**config.mk**
```make
export PLATFORM = sky130hd
export DESIGN_NAME = cordic_iter_engine
export DESIGN_NICKNAME = d
export VERILOG_FILES = /design/src/rtl/cordic_pkg.sv /design/src/rtl/cordic_atan_lut.sv /design/src/rtl/cordic_iter_engine.sv
export SDC_FILE = /design/constraint.sdc
export NUM_CORES = 1
export LEC_CHECK = 0
export ABC_AREA = 1
export BUFFER_PORTS_ARGS = -buffer_cell sky130_fd_sc_hd__buf_2
export CAP_MARGIN = 20
export CORE_ASPECT_RATIO = 1.75
export CORE_MARGIN = 1
export CORE_UTILIZATION = 55
export DETAILED_ROUTE_END_ITERATION = 7
export HOLD_SLACK_MARGIN = 0.15
export PLACE_DENSITY = 0.75
export SLEW_MARGIN = 10
export SYNTH_ARGS = -nofsm -noshare
export SYNTH_HDL_FRONTEND = slang
export SYNTH_SLANG_ARGS = --single-unit
export TNS_END_PERCENT = 5
```
**constraint.sdc**
```tcl
create_clock -name clk -period 4.65 [get_ports clk]
set_clock_uncertainty 0.1 [all_clocks]
set_input_delay 0 -clock clk [delete_from_list [all_inputs] [get_ports clk]]
set_output_delay 0 -clock clk [all_outputs]
set_load 0.01 [all_outputs]
```
**src/rtl/cordic_pkg.sv**
```systemverilog
// -----------------------------------------------------------------------------
// cordic_pkg
// Shared definitions for the iterative CORDIC engine.
//   - FSM state encodings (ST_*) and the mode encodings (MODE_ROT / MODE_VEC).
//   - K (CORDIC gain compensation) and pi as signed Q3.61 constants.
//   - 32-entry atan(2^-i) table in signed Q3.61.
// Q3.61 -> Q3.(W-3) is an arithmetic right shift by 64-W. For a 64-bit value
// that is the same as taking its top W bits, so users take [63 -: W].
// -----------------------------------------------------------------------------
package cordic_pkg;

    localparam logic [2:0] ST_IDLE = 3'd0;
    localparam logic [2:0] ST_LOAD = 3'd1;
    localparam logic [2:0] ST_ITER = 3'd2;
    localparam logic [2:0] ST_POST = 3'd3;
    localparam logic [2:0] ST_DONE = 3'd4;

    localparam logic MODE_ROT = 1'b0;
    localparam logic MODE_VEC = 1'b1;

    // 2^61, exactly representable as a double.
    localparam real Q61_SCALE = 2305843009213693952.0;

    // Elaboration-time conversion of a real constant to Q3.61 (rounded).
    function automatic logic signed [63:0] to_q61(input real r);
        return longint'(r * Q61_SCALE);
    endfunction

    // For small angles atan(x) = x - x^3/3 + x^5/5 is exact to double precision.
    function automatic real atan_small(input int i);
        real x;
        x = 1.0 / (2.0 ** i);
        return x - (x * x * x) / 3.0 + (x * x * x * x * x) / 5.0;
    endfunction

    localparam logic signed [63:0] K_Q61  = to_q61(0.6072529350088812561694);
    localparam logic signed [63:0] PI_Q61 = to_q61(3.1415926535897932384626);

    localparam logic signed [63:0] ATAN_Q61 [32] = '{
        to_q61(0.78539816339744830962), to_q61(0.46364760900080611621),
        to_q61(0.24497866312686415417), to_q61(0.12435499454676143503),
        to_q61(0.06241880999595734847), to_q61(0.03123983343026827625),
        to_q61(0.01562372862047683081), to_q61(0.00781234106010111130),
        to_q61(0.00390623013196697182), to_q61(0.00195312251647881868),
        to_q61(0.00097656218955931943), to_q61(0.00048828121119489829),
        to_q61(0.00024414062014936177), to_q61(0.00012207031189367021),
        to_q61(0.00006103515617420877), to_q61(0.00003051757811552610),
        to_q61(0.00001525878906131576), to_q61(atan_small(17)),
        to_q61(atan_small(18)),         to_q61(atan_small(19)),
        to_q61(atan_small(20)),         to_q61(atan_small(21)),
        to_q61(atan_small(22)),         to_q61(atan_small(23)),
        to_q61(atan_small(24)),         to_q61(atan_small(25)),
        to_q61(atan_small(26)),         to_q61(atan_small(27)),
        to_q61(atan_small(28)),         to_q61(atan_small(29)),
        to_q61(atan_small(30)),         to_q61(atan_small(31))
    };

endpackage

```
**src/rtl/cordic_atan_lut.sv**
```systemverilog
// -----------------------------------------------------------------------------
// cordic_atan_lut
// Combinational arctangent lookup: angle = atan(2^-idx) in Q3.(W-3).
//   idx   in  5  micro-rotation index 0..31
//   angle out W  signed angle in radians, truncated from the Q3.61 table
// -----------------------------------------------------------------------------
module cordic_atan_lut
    import cordic_pkg::*;
#(
    parameter int W = 32
) (
    input  logic        [4:0]   idx,
    output logic signed [W-1:0] angle
);

    // Top W bits of a Q3.61 word == arithmetic shift right by 61-(W-3).
    assign angle = ATAN_Q61[idx][63 -: W];

endmodule

```
**src/rtl/cordic_iter_engine.sv**
```systemverilog
// -----------------------------------------------------------------------------
// cordic_iter_engine
// Iterative fixed-point CORDIC, one micro-rotation per clock.
// Rotation mode: cos/sin of z_in. Vectoring mode: An*|(x,y)| and atan2(y,x).
// Data are signed Q3.(W-3).
//   clk, rst              clock; synchronous active-low reset
//   beg_cordic            start request (sampled in IDLE only)
//   ack_cordic            result consumed (sampled in DONE only)
//   mode                  0 rotation, 1 vectoring (latched in LOAD)
//   shift_region_flag     rotation: bit0 negates x_out, bit1 negates y_out
//   x_in, y_in, z_in      operands
//   ready_cordic          high in DONE until ack
//   busy                  high in LOAD, ITER, POST
//   x_out, y_out, z_out   registered results, held until the next POST
// -----------------------------------------------------------------------------
module cordic_iter_engine
    import cordic_pkg::*;
#(
    parameter int W    = 32,
    parameter int ITER = 16
) (
    input  logic         clk,
    input  logic         rst,
    input  logic         beg_cordic,
    input  logic         ack_cordic,
    input  logic         mode,
    input  logic [1:0]   shift_region_flag,
    input  logic [W-1:0] x_in,
    input  logic [W-1:0] y_in,
    input  logic [W-1:0] z_in,
    output logic         ready_cordic,
    output logic         busy,
    output logic [W-1:0] x_out,
    output logic [W-1:0] y_out,
    output logic [W-1:0] z_out
);

    localparam int FRAC  = W - 3;
    localparam int CNT_W = (ITER > 1) ? $clog2(ITER) : 1;
    localparam logic [CNT_W-1:0] CNT_LAST = CNT_W'(ITER - 1);
    localparam logic signed [W-1:0] K_W  = K_Q61[63 -: W];
    localparam logic signed [W-1:0] PI_W = PI_Q61[63 -: W];

    // Shift amounts beyond FRAC would only ever add zero, and the table has 32 entries.
    if (ITER < 4 || ITER > FRAC || ITER > 32 || W < 8 || W > 64) begin : g_param_check
        $error("cordic_iter_engine: illegal parameters W=%0d ITER=%0d", W, ITER);
    end

    logic [2:0]              state_q, state_d;
    logic [CNT_W-1:0]        cnt_q, cnt_d;
    logic                    mode_q, mode_d;
    logic [1:0]              flag_q, flag_d;
    logic signed [W-1:0]     x_q, x_d, y_q, y_d, z_q, z_d;
    logic [W-1:0]            x_out_q, x_out_d, y_out_q, y_out_d, z_out_q, z_out_d;

    logic signed [W-1:0]     x_in_s, y_in_s, x_sh, y_sh, atan_i;
    logic [4:0]              lut_idx;
    logic                    d_pos;

    assign x_in_s  = x_in;
    assign y_in_s  = y_in;
    assign lut_idx = 5'(cnt_q);
    assign x_sh    = x_q >>> cnt_q;
    assign y_sh    = y_q >>> cnt_q;

    // Rotation drives z to 0; vectoring drives y to 0.
    assign d_pos = (mode_q == MODE_ROT) ? ~z_q[W-1] : y_q[W-1];

    cordic_atan_lut #(.W(W)) u_atan_lut (
        .idx   (lut_idx),
        .angle (atan_i)
    );

    always_comb begin
        state_d  = state_q;
        cnt_d    = cnt_q;
        mode_d   = mode_q;
        flag_d   = flag_q;
        x_d      = x_q;
        y_d      = y_q;
        z_d      = z_q;
        x_out_d  = x_out_q;
        y_out_d  = y_out_q;
        z_out_d  = z_out_q;
        case (state_q)
            ST_IDLE: begin
                if (beg_cordic) state_d = ST_LOAD;
            end
            ST_LOAD: begin
                mode_d = mode;
                flag_d = shift_region_flag;
                cnt_d  = '0;
                if (mode == MODE_ROT) begin
                    x_d = K_W;
                    y_d = '0;
                    z_d = z_in;
                end else if (!x_in_s[W-1]) begin
                    x_d = x_in_s;
                    y_d = y_in_s;
                    z_d = '0;
                end else begin
                    // Left half-plane: rotate by pi first so the iterations converge.
                    x_d = -x_in_s;
                    y_d = -y_in_s;
                    z_d = y_in_s[W-1] ? -PI_W : PI_W;
                end
                state_d = ST_ITER;
            end
            ST_ITER: begin
                if (d_pos) begin
                    x_d = x_q - y_sh;
                    y_d = y_q + x_sh;
                    z_d = z_q - atan_i;
                end else begin
                    x_d = x_q + y_sh;
                    y_d = y_q - x_sh;
                    z_d = z_q + atan_i;
                end
                if (cnt_q == CNT_LAST) state_d = ST_POST;
                else                   cnt_d   = cnt_q + 1'b1;
            end
            ST_POST: begin
                if (mode_q == MODE_ROT) begin
                    x_out_d = flag_q[0] ? -x_q : x_q;
                    y_out_d = flag_q[1] ? -y_q : y_q;
                end else begin
                    x_out_d = x_q;
                    y_out_d = y_q;
                end
                z_out_d = z_q;
                state_d = ST_DONE;
            end
            ST_DONE: begin
                if (ack_cordic) state_d = ST_IDLE;
            end
            default: state_d = ST_IDLE;
        endcase
    end

    always_ff @(posedge clk) begin
        if (!rst) begin
            state_q <= ST_IDLE;
            cnt_q   <= '0;
            mode_q  <= MODE_ROT;
            flag_q  <= '0;
            x_q     <= '0;
            y_q     <= '0;
            z_q     <= '0;
            x_out_q <= '0;
            y_out_q <= '0;
            z_out_q <= '0;
        end else begin
            state_q <= state_d;
            cnt_q   <= cnt_d;
            mode_q  <= mode_d;
            flag_q  <= flag_d;
            x_q     <= x_d;
            y_q     <= y_d;
            z_q     <= z_d;
            x_out_q <= x_out_d;
            y_out_q <= y_out_d;
            z_out_q <= z_out_d;
        end
    end

    assign ready_cordic = (state_q == ST_DONE);
    assign busy         = (state_q == ST_LOAD) || (state_q == ST_ITER) || (state_q == ST_POST);
    assign x_out        = x_out_q;
    assign y_out        = y_out_q;
    assign z_out        = z_out_q;

endmodule

```
==> flow_summary.toml, run 1 <==
[run_status]
status = "aborted with a tool error"
haltStage = "global routing (5_1_grt)"
stop_error = "[ERROR GRT-0116] Global routing finished with congestion. Check the congestion regions in the DRC Viewer."

[placement]
gp_congestion = 1.131
io_buffers = 200
placed_cell_area_um2 = 24080
dp_hpwl_mm = 80.76

[logic_synthesis]
synthDistinctLibCells = 57
yosys-top-cells-area = "dfxtp_1, nand2_1, nand3_1"
yosysWarningCount = 0
synth_flop_cell = "dfxtp_1"
yosys.area.top_type = "dfxtp_1"
avgSynthCellArea_um2 = 5.871
async_flop_share_pct = 0
yosysTopAreaCellShare_pct = 18.49
synth-edff-count = 0
synth-seq-area-share_pct = 18.49
synth_cells = 3726
syn_area_um2 = 21870
syn-num-nets = 3950
synth-seq-cells = 202

[grt]
grt_max_degree = 132
grt_overflow = 16
grt.total_usage_pct = 55.33
first_global_vias = 29069
grt_pass1_wl_mm = 170.9

[floorplan]
die_w_um = 152.8
die_h_um = 265.8
start_util_pct = 55.86
rows = 96
ios = 201

[clocking]
post-cts-setup-buffers = 0
cts_made_buffers = 22
cts_root_buf = "clkbuf_16"
htree_num_levels = 1
cts_resized = 0
cts.sinks = 202
clk_path_buf_depth = 3
-- layer usage --
layer | track usage [%] | GRT overflow
met5 | 0 | 0
met3 | 19.71 | 0
met1 | 54.34 | 0
met4 | 60.96 | 12
met2 | 86.77 | 4
-- metrics by stage --
step                      std cells  util (%)  worst slack [ns]
after floorplan                3726         -            0.7503
after global placement         4400     61.48           0.06819
after detailed placement       4400     61.48           0.06402
after CTS                      4610     67.86           0.06058
-- kinds of logic after synthesis --
family,share of synthesized area (%)
compound gates,21.75
mux,0.04576
buf+inv,10.08
fa+ha+maj,7.024
flops,18.49
simple gates,35.85
xor+xnor,6.767
-- Yosys cell counts (27+ instances only) --
cell type / n
xor2_1: 109
buf_2: 30
nor2_1: 418
inv_1: 351
nand4_1: 34
xnor2_1: 60
a31oi_1: 46
o21ai_0: 358
nor3_1: 51
clkbuf_1: 110
dfxtp_1: 202
a21oi_1: 276
ha_1: 118
o221ai_1: 27
nand2_1: 854
o211ai_1: 28
nand3_1: 381
-- repair_timing --
item / 4_1_cts
endpoints found under the setup margin: 0
hold endpoints to repair: 134
hold buffers: 171
==> run 2, diff against run 1 <==
- CORE_ASPECT_RATIO: 1.75 -> not set
- CORE_UTILIZATION: 55 -> 40
- HOLD_SLACK_MARGIN: 0.15 -> not set
- PLACE_DENSITY: 0.75 -> not set
- PLACE_DENSITY_LB_ADDON: not set -> 0.15
==> run 2 against run 1 <==
Against the previous run:
- synthesized cell count stayed put
- area after synthesis stayed put
- the flow now finishes without violations
==> flow_summary.toml, run 2 <==
[critical_path]
regToRegStartpoint = "cnt_q[1]"
worstPathMaxFanout = 15
cp.required_ns = 5.07
start_kind = "flip-flop"
cp.arrival_ns = 4.86
critPathLaunch = "cnt_q[1]"
crit_type = "reg -> reg"
r2r_setup_slack_ns = 0.21
end_kind = "flip-flop"

[logic_synthesis]
yosysWarningCount = 0
synth-seq-area-share_pct = 18.49
syn-num-nets = 3950
avgSynthCellArea_um2 = 5.871
synth_most_common_cell = "nand2_1"
yosys-top-cells-area = "dfxtp_1, nand2_1, nand3_1"
synthTopCellsByCount = "nand2_1, nor2_1, nand3_1, o21ai_0, inv_1"
synth_cells = 3726
yosys.area.top_type = "dfxtp_1"
synth-edff-count = 0
syn_area_um2 = 21870
synth_flop_cell = "dfxtp_1"
synthDistinctLibCells = 57
async_flop_share_pct = 0
synth-seq-cells = 202
yosysTopAreaCellShare_pct = 18.49

[clocking]
clk_path_buf_depth = 3
clk_latency_ns = 0.58
htree_num_levels = 1
cts_made_buffers = 26
cts.sinks = 202
clk_pin_slew_ns = 0.07
cts_tree = "yes"
cts_root_buf = "clkbuf_16"

[sta]
whs_ns = 0.03436
slew_headroom_pct = 38.62
maxSlewViolCount = 0
max_freq_mhz = 225.0
tightest_slew_ns = 0.9110
hold_viol = 0
fin_crit_sh_pct = 95.59
fin_crit_ns = 4.445
worst_slack_ns = 0.2052
setup_viol = 0
tns_ns = 0
rsz0062_at_grt = "yes"

[detailed_routing]
num_vias = 26643
drc = 0
post_drt_via_cell_ratio = 5.658
wl_per_cell_um = 20.60
drtIter0Drc = 2691
dr.pass1.iters = 6
routed_wirelength_mm = 97.00
final_antenna_net_count = 0

[placement]
dp_hpwl_mm = 76.41
io_buffers = 200
place_ws_ns = 0.1351
placed_cells = 4537
gp_congestion = 1.031
placed_cell_area_um2 = 23790

[cells_and_area]
final_common_cell = "nand2_1"
syn_to_final_growth_pct = 19.54
multi_input_area_um2 = 15780
drive_above_1_share_pct = 11.39
regArea_um2 = 4054
final.fill_count = 5766
n_antenna_cell = 0
finalNonFillerCells = 4709
finalInstanceArea_um2 = 26150
final_core_util_pct = 48.50
fin_nets = 4218
mostFrequentLayoutCells = "nand2_1, nor2_1, nand3_1"

[floorplan]
rows = 85
core_area_um2 = 53920
die_area_um2 = 55630
die_h_um = 235.9
ios = 201
start_util_pct = 40.57
die_w_um = 235.9

[run_status]
status = "complete, no violations"

[grt]
grt_max_degree = 157
grt.total_usage_pct = 33.44
first_global_vias = 24130
grt_pass1_wl_mm = 144.8
grt_overflow = 0
antenna_found_initial = 3

[run]
maxCapViolCount = 0

[worst_hold_path]
min_from = "x_in[7]"
hold_path_class = "in -> reg"

[power]
power_mw = 13.25
vdd_drop_max_uv = 299.1
power_leakage_nw = 12.78
power_density_nw_per_um2 = 506.5
[run 2: cell counts after synthesis]
Identical to the previous run, type by type.
[run 2: cell type report]
type | instances | area share, %
Tap cell | 696 | 3.330
Clock buffer | 35 | 2.737
Clock inverter | 12 | 0.8517
Inverter | 369 | 5.340
Sequential cell | 202 | 15.50
Multi-Input combinational cell | 2974 | 60.33
Timing Repair Buffer | 421 | 11.90
[run 2: report_power, final]
part / total [mW] / internal [mW] / switching, mW / leakage, nW
logic: 8.59 / 2.89 / 5.70 / 10.7
registers: 2.35 / 1.93 / 0.428 / 1.65
clock network: 2.30 / 1.41 / 0.887 / 0.450
total: 13.2 / 6.23 / 7.02 / 12.8
[run 2: final timing paths]
path / endpoint / cells past startpoint
min: x_q[10] / 7
min reg2reg: flag_q[1] / 2
max: z_q[11] / 24
max reg2reg: z_q[11] / 24
[run 2: kinds of logic after synthesis]
| group | count (synthesis) | share of synthesized area, % |
|---|---|---|
| AND/OR/NAND/NOR | 1834 | 35.85 |
| AO/OA/AOI/OAI | 849 | 21.75 |
| buffers and inverters | 550 | 10.08 |
| flip-flops | 202 | 18.49 |
| XOR/XNOR | 169 | 6.767 |
| adder cells (fa/ha/maj) | 121 | 7.024 |
| multiplexers | 1 | 0.04576 |
[run 2: critical path, cell delays in order (launching register included)]
cell and delay [ns]:
dfxtp_4 0.39, buf_12 0.17, ha_2 0.19, nand2_1 0.12, inv_1 0.07, nor2_1 0.09
o22a_1 0.25, inv_1 0.07, ha_1 0.17, inv_1 0.06, nor2_1 0.05, nand2_1 0.11
nand2_1 0.08, xor2_1 0.16, ha_1 0.34, nand2_1 0.08, o21ai_1 0.25, a21oi_2 0.08
o21bai_2 0.27, a21boi_0 0.18, o21ai_0 0.18, a21oi_1 0.07, a211o_1 0.23, dlygate4sd3_1 0.56
inv_1 0.05
[run 2: repair_timing]
| action | CTS | global route |
|---|---|---|
| hold endpoints to repair | 113 | 0 |
| hold buffers | 120 | 0 |
| resized for setup | 0 | 49 |
| setup endpoints to repair | 0 | 38 |
| buffers inserted | 0 | 3 |
[run 2: routing by layer]
layer,global-route usage (%),share of wire [%]
met1,45.00,43
met2,52.95,44
met3,4.587,8.0
met4,14.91,5.3
met5,0,0.041
(Power assumes the default switching activity.)
==> run 3, diff against run 2 <==
- SYNTH_HIERARCHICAL: not set -> 1
==> run 3 against run 2 <==
Against the previous run:
- sequential power rose by 28%
- via count rose by 0.51%
- routed wire length fell by 7.2%
- die area rose by 1.5%
- global-route usage fell by 2.7 points
- core utilization rose by 1.5 points
- largest power group unchanged
==> flow_summary.toml, run 3 <==
[run_status]
status = "complete, no violations"

[cells_and_area]
drive_above_1_share_pct = 12.62
mostFrequentLayoutCells = "nand2_1, nor2_1, o21ai_0"
syn_to_final_growth_pct = 22.28
final_core_util_pct = 49.95
fin_nets = 4386
final_common_cell = "nand2_1"
final.fill_count = 5827

[floorplan]
die_h_um = 237.6
core_area_um2 = 54350
die_w_um = 237.6
rows = 85
ios = 201
die_area_um2 = 56450
start_util_pct = 40.85

[critical_path]
regToRegEndpoint = "y_q[14]"
regToRegStartpoint = "cnt_q[1]"
ff2ff_path_depth = 25
worstPathMaxFanout = 14
end_kind = "flip-flop"
cp.required_ns = 5.06
r2r_setup_slack_ns = 0.21
start_kind = "flip-flop"
critPathLaunch = "cnt_q[1]"
crit_end = "y_q[14]"
crit_type = "reg -> reg"
cp.arrival_ns = 4.86

[detailed_routing]
final_antenna_net_count = 0
wl_per_cell_um = 18.32
drc = 0
drtIter0Drc = 2308
num_vias = 26779
routed_wirelength_mm = 90.04
dr.pass1.iters = 6
post_drt_via_cell_ratio = 5.448

[power]
p_sw_share_pct = 57.39
p_int_mw = 10.56
power_density_nw_per_um2 = 912.5
comb_power_share_pct = 79.4
vdd_drop_max_uv = 520.9
clockPowerShare_pct = 8.5
switching_power_mw = 14.22
power_leakage_nw = 13.39
power_mw = 24.77
power_frac_seq_pct = 12.1

[clocking]
clk_pin_slew_ns = 0.06
cts_made_buffers = 26
clk_latency_ns = 0.57
cts_root_buf = "clkbuf_16"
htree_num_levels = 1
cts_tree = "yes"
cts.sinks = 202
clk_path_buf_depth = 3

[logic_synthesis]
synth_compound_area_share_pct = 21.87
yosysTopAreaCellShare_pct = 18.22
synth_most_common_cell = "nand2_1"
syn_area_um2 = 22200
synthTopCellsByCount = "nand2_1, nor2_1, o21ai_0, nand3_1, inv_1"
synthDistinctLibCells = 57
async_flop_share_pct = 0
synth-seq-cells = 202
yosys-top-cells-area = "dfxtp_1, nand2_1, o21ai_0"
synth_simple_gate_area_share_pct = 35.53
avgSynthCellArea_um2 = 5.793
synth_top_family_by_area = "simple AND/OR/NAND/NOR gates"
synth-xor-area-share_pct = 7.299
synth_flop_cell = "dfxtp_1"
synth-edff-count = 0
synth-seq-area-share_pct = 18.22
muxShareOfSynthArea_pct = 0
yosys.area.top_type = "dfxtp_1"
yosysWarningCount = 6
synth-adder-area-share_pct = 6.808
synth_cells = 3832

[sta]
maxSlewViolCount = 0
rsz0062_at_grt = "yes"
slew_headroom_pct = 26.08
fin_crit_ns = 4.442
tns_ns = 0
tightest_slew_ns = 1.109
worst_slack_ns = 0.2084
setup_viol = 0
max_freq_mhz = 225.1
fin_crit_sh_pct = 95.52
hold_viol = 0

[placement]
io_buffers = 200
gp_congestion = 1.008
place_ws_ns = -0.1680
dp_hpwl_mm = 68.72

[grt]
first_global_vias = 24710
grt_pass1_wl_mm = 137.7
grt.total_usage_pct = 30.72
grt_overflow = 0
grt_max_degree = 152
antenna_found_initial = 2

[worst_hold_path]
hold_path_class = "in -> reg"
holdPathStages = 7

[run]
maxCapViolCount = 0
run 3: changes by cell type in the layout (fill, tap and decap cells not counted), moves of 8 or more:
cell,delta
a21oi_1,+40
buf_4,+57
conb_1,+8
ha_1,-8
inv_2,+8
nand2_1,+21
nand3_1,-9
nor2_1,+13
nor3_1,+13
o21ai_0,+29
o21ai_1,+8
o221ai_1,-16
xor2_1,+14
run 3: kinds of logic (layout without fill, tap and decap cells):
family	Yosys count	after routing
other	2	9
AO/OA/AOI/OAI	892	892
adder cells (fa/ha/maj)	119	119
buffers and inverters	561	898
XOR/XNOR	185	185
AND/OR/NAND/NOR	1871	1871
flip-flops	202	202
run 3: critical path: stages, from the launching register on:
cell           delay [ns]
dfxtp_2              0.32
buf_6                0.17
inv_4                0.14
clkbuf_16            0.20
nand3_1              0.10
nand3_1              0.10
nand2_1              0.07
nand2_1              0.13
nand2_1              0.13
nor2_2               0.13
nand4_1              0.16
nor2_2               0.19
nor2_1               0.07
xor2_1               0.15
ha_1                 0.37
inv_1                0.08
o21bai_1             0.09
nor2_1               0.21
nand3_4              0.15
a21oi_2              0.19
inv_1                0.08
buf_4                0.15
a21oi_1              0.10
o21ai_0              0.10
a21oi_1              0.12
dlygate4sd3_1        0.56
run 3: worst min path at each step:
stage	endpoint	start	slack (ns)
4_1_cts	x_q[24]	x_in[24]	0.006
5_1_grt	x_q[8]	x_in[8]	0.08
6_report	x_q[24]	x_in[24]	0.008
2_1_floorplan	state_q[2]	ack_cordic	0.08
3_5_place_dp	state_q[2]	ack_cordic	0.21
3_3_place_gp	state_q[2]	ack_cordic	0.21
run 3: power groups by stage:
stage	combinational [mW]	sequential, mW	clock (mW)
after floorplan	13.0	2.72	0
after global placement	18.5	3.01	0
after detailed placement	18.5	3.01	0
after CTS	18.7	2.98	2.14
after global routing	21.9	3.03	2.20
final	19.7	3.00	2.11
run 3: area by class of cell:
type	instances	area, um2	area share, %
diodes	1	2.502	0.009218
clock buffers	35	755.7	2.784
clock inverters	4	95.09	0.3503
inverters	374	1413	5.203
multi-input cells	3075	16260	59.88
flip-flops and latches	202	4054	14.93
well taps	739	924.6	3.406
repair buffers	485	3647	13.44
run 3: timing repair:
item / in CTS / in global routing
buffers inserted: 0 / 12
pin swaps: 0 / 16
hold endpoints to repair: 122 / 0
cloned: 0 / 4
hold buffers: 125 / 0
resized for setup: 3 / 90
endpoints found under the setup margin: 4 / 52
run 3: per-stage QoR:
stage / hold slack [ns] / area (um2) / std cells
after floorplan: 0.07871 / 22220 / 3838
after global placement: 0.2075 / 24510 / 4734
after detailed placement: 0.2096 / 24510 / 4734
after CTS: 0.006434 / 26620 / 4898
after global routing: 0.08386 / 27150 / 4915
final: 0.008222 / 27150 / 4915
run 3: metal layers:
| metal | GRT usage, % | part of all wire [%] | up-vias |
|---|---|---|---|
| met1 | 40.99 | 44 | 12157 |
| met5 | 0 | 0.013 | - |
| li1 | - | - | 13410 |
| met3 | 5.586 | 8.1 | 177 |
| met4 | 11.96 | 4.2 | 2 |
| met2 | 48.83 | 44 | 1033 |
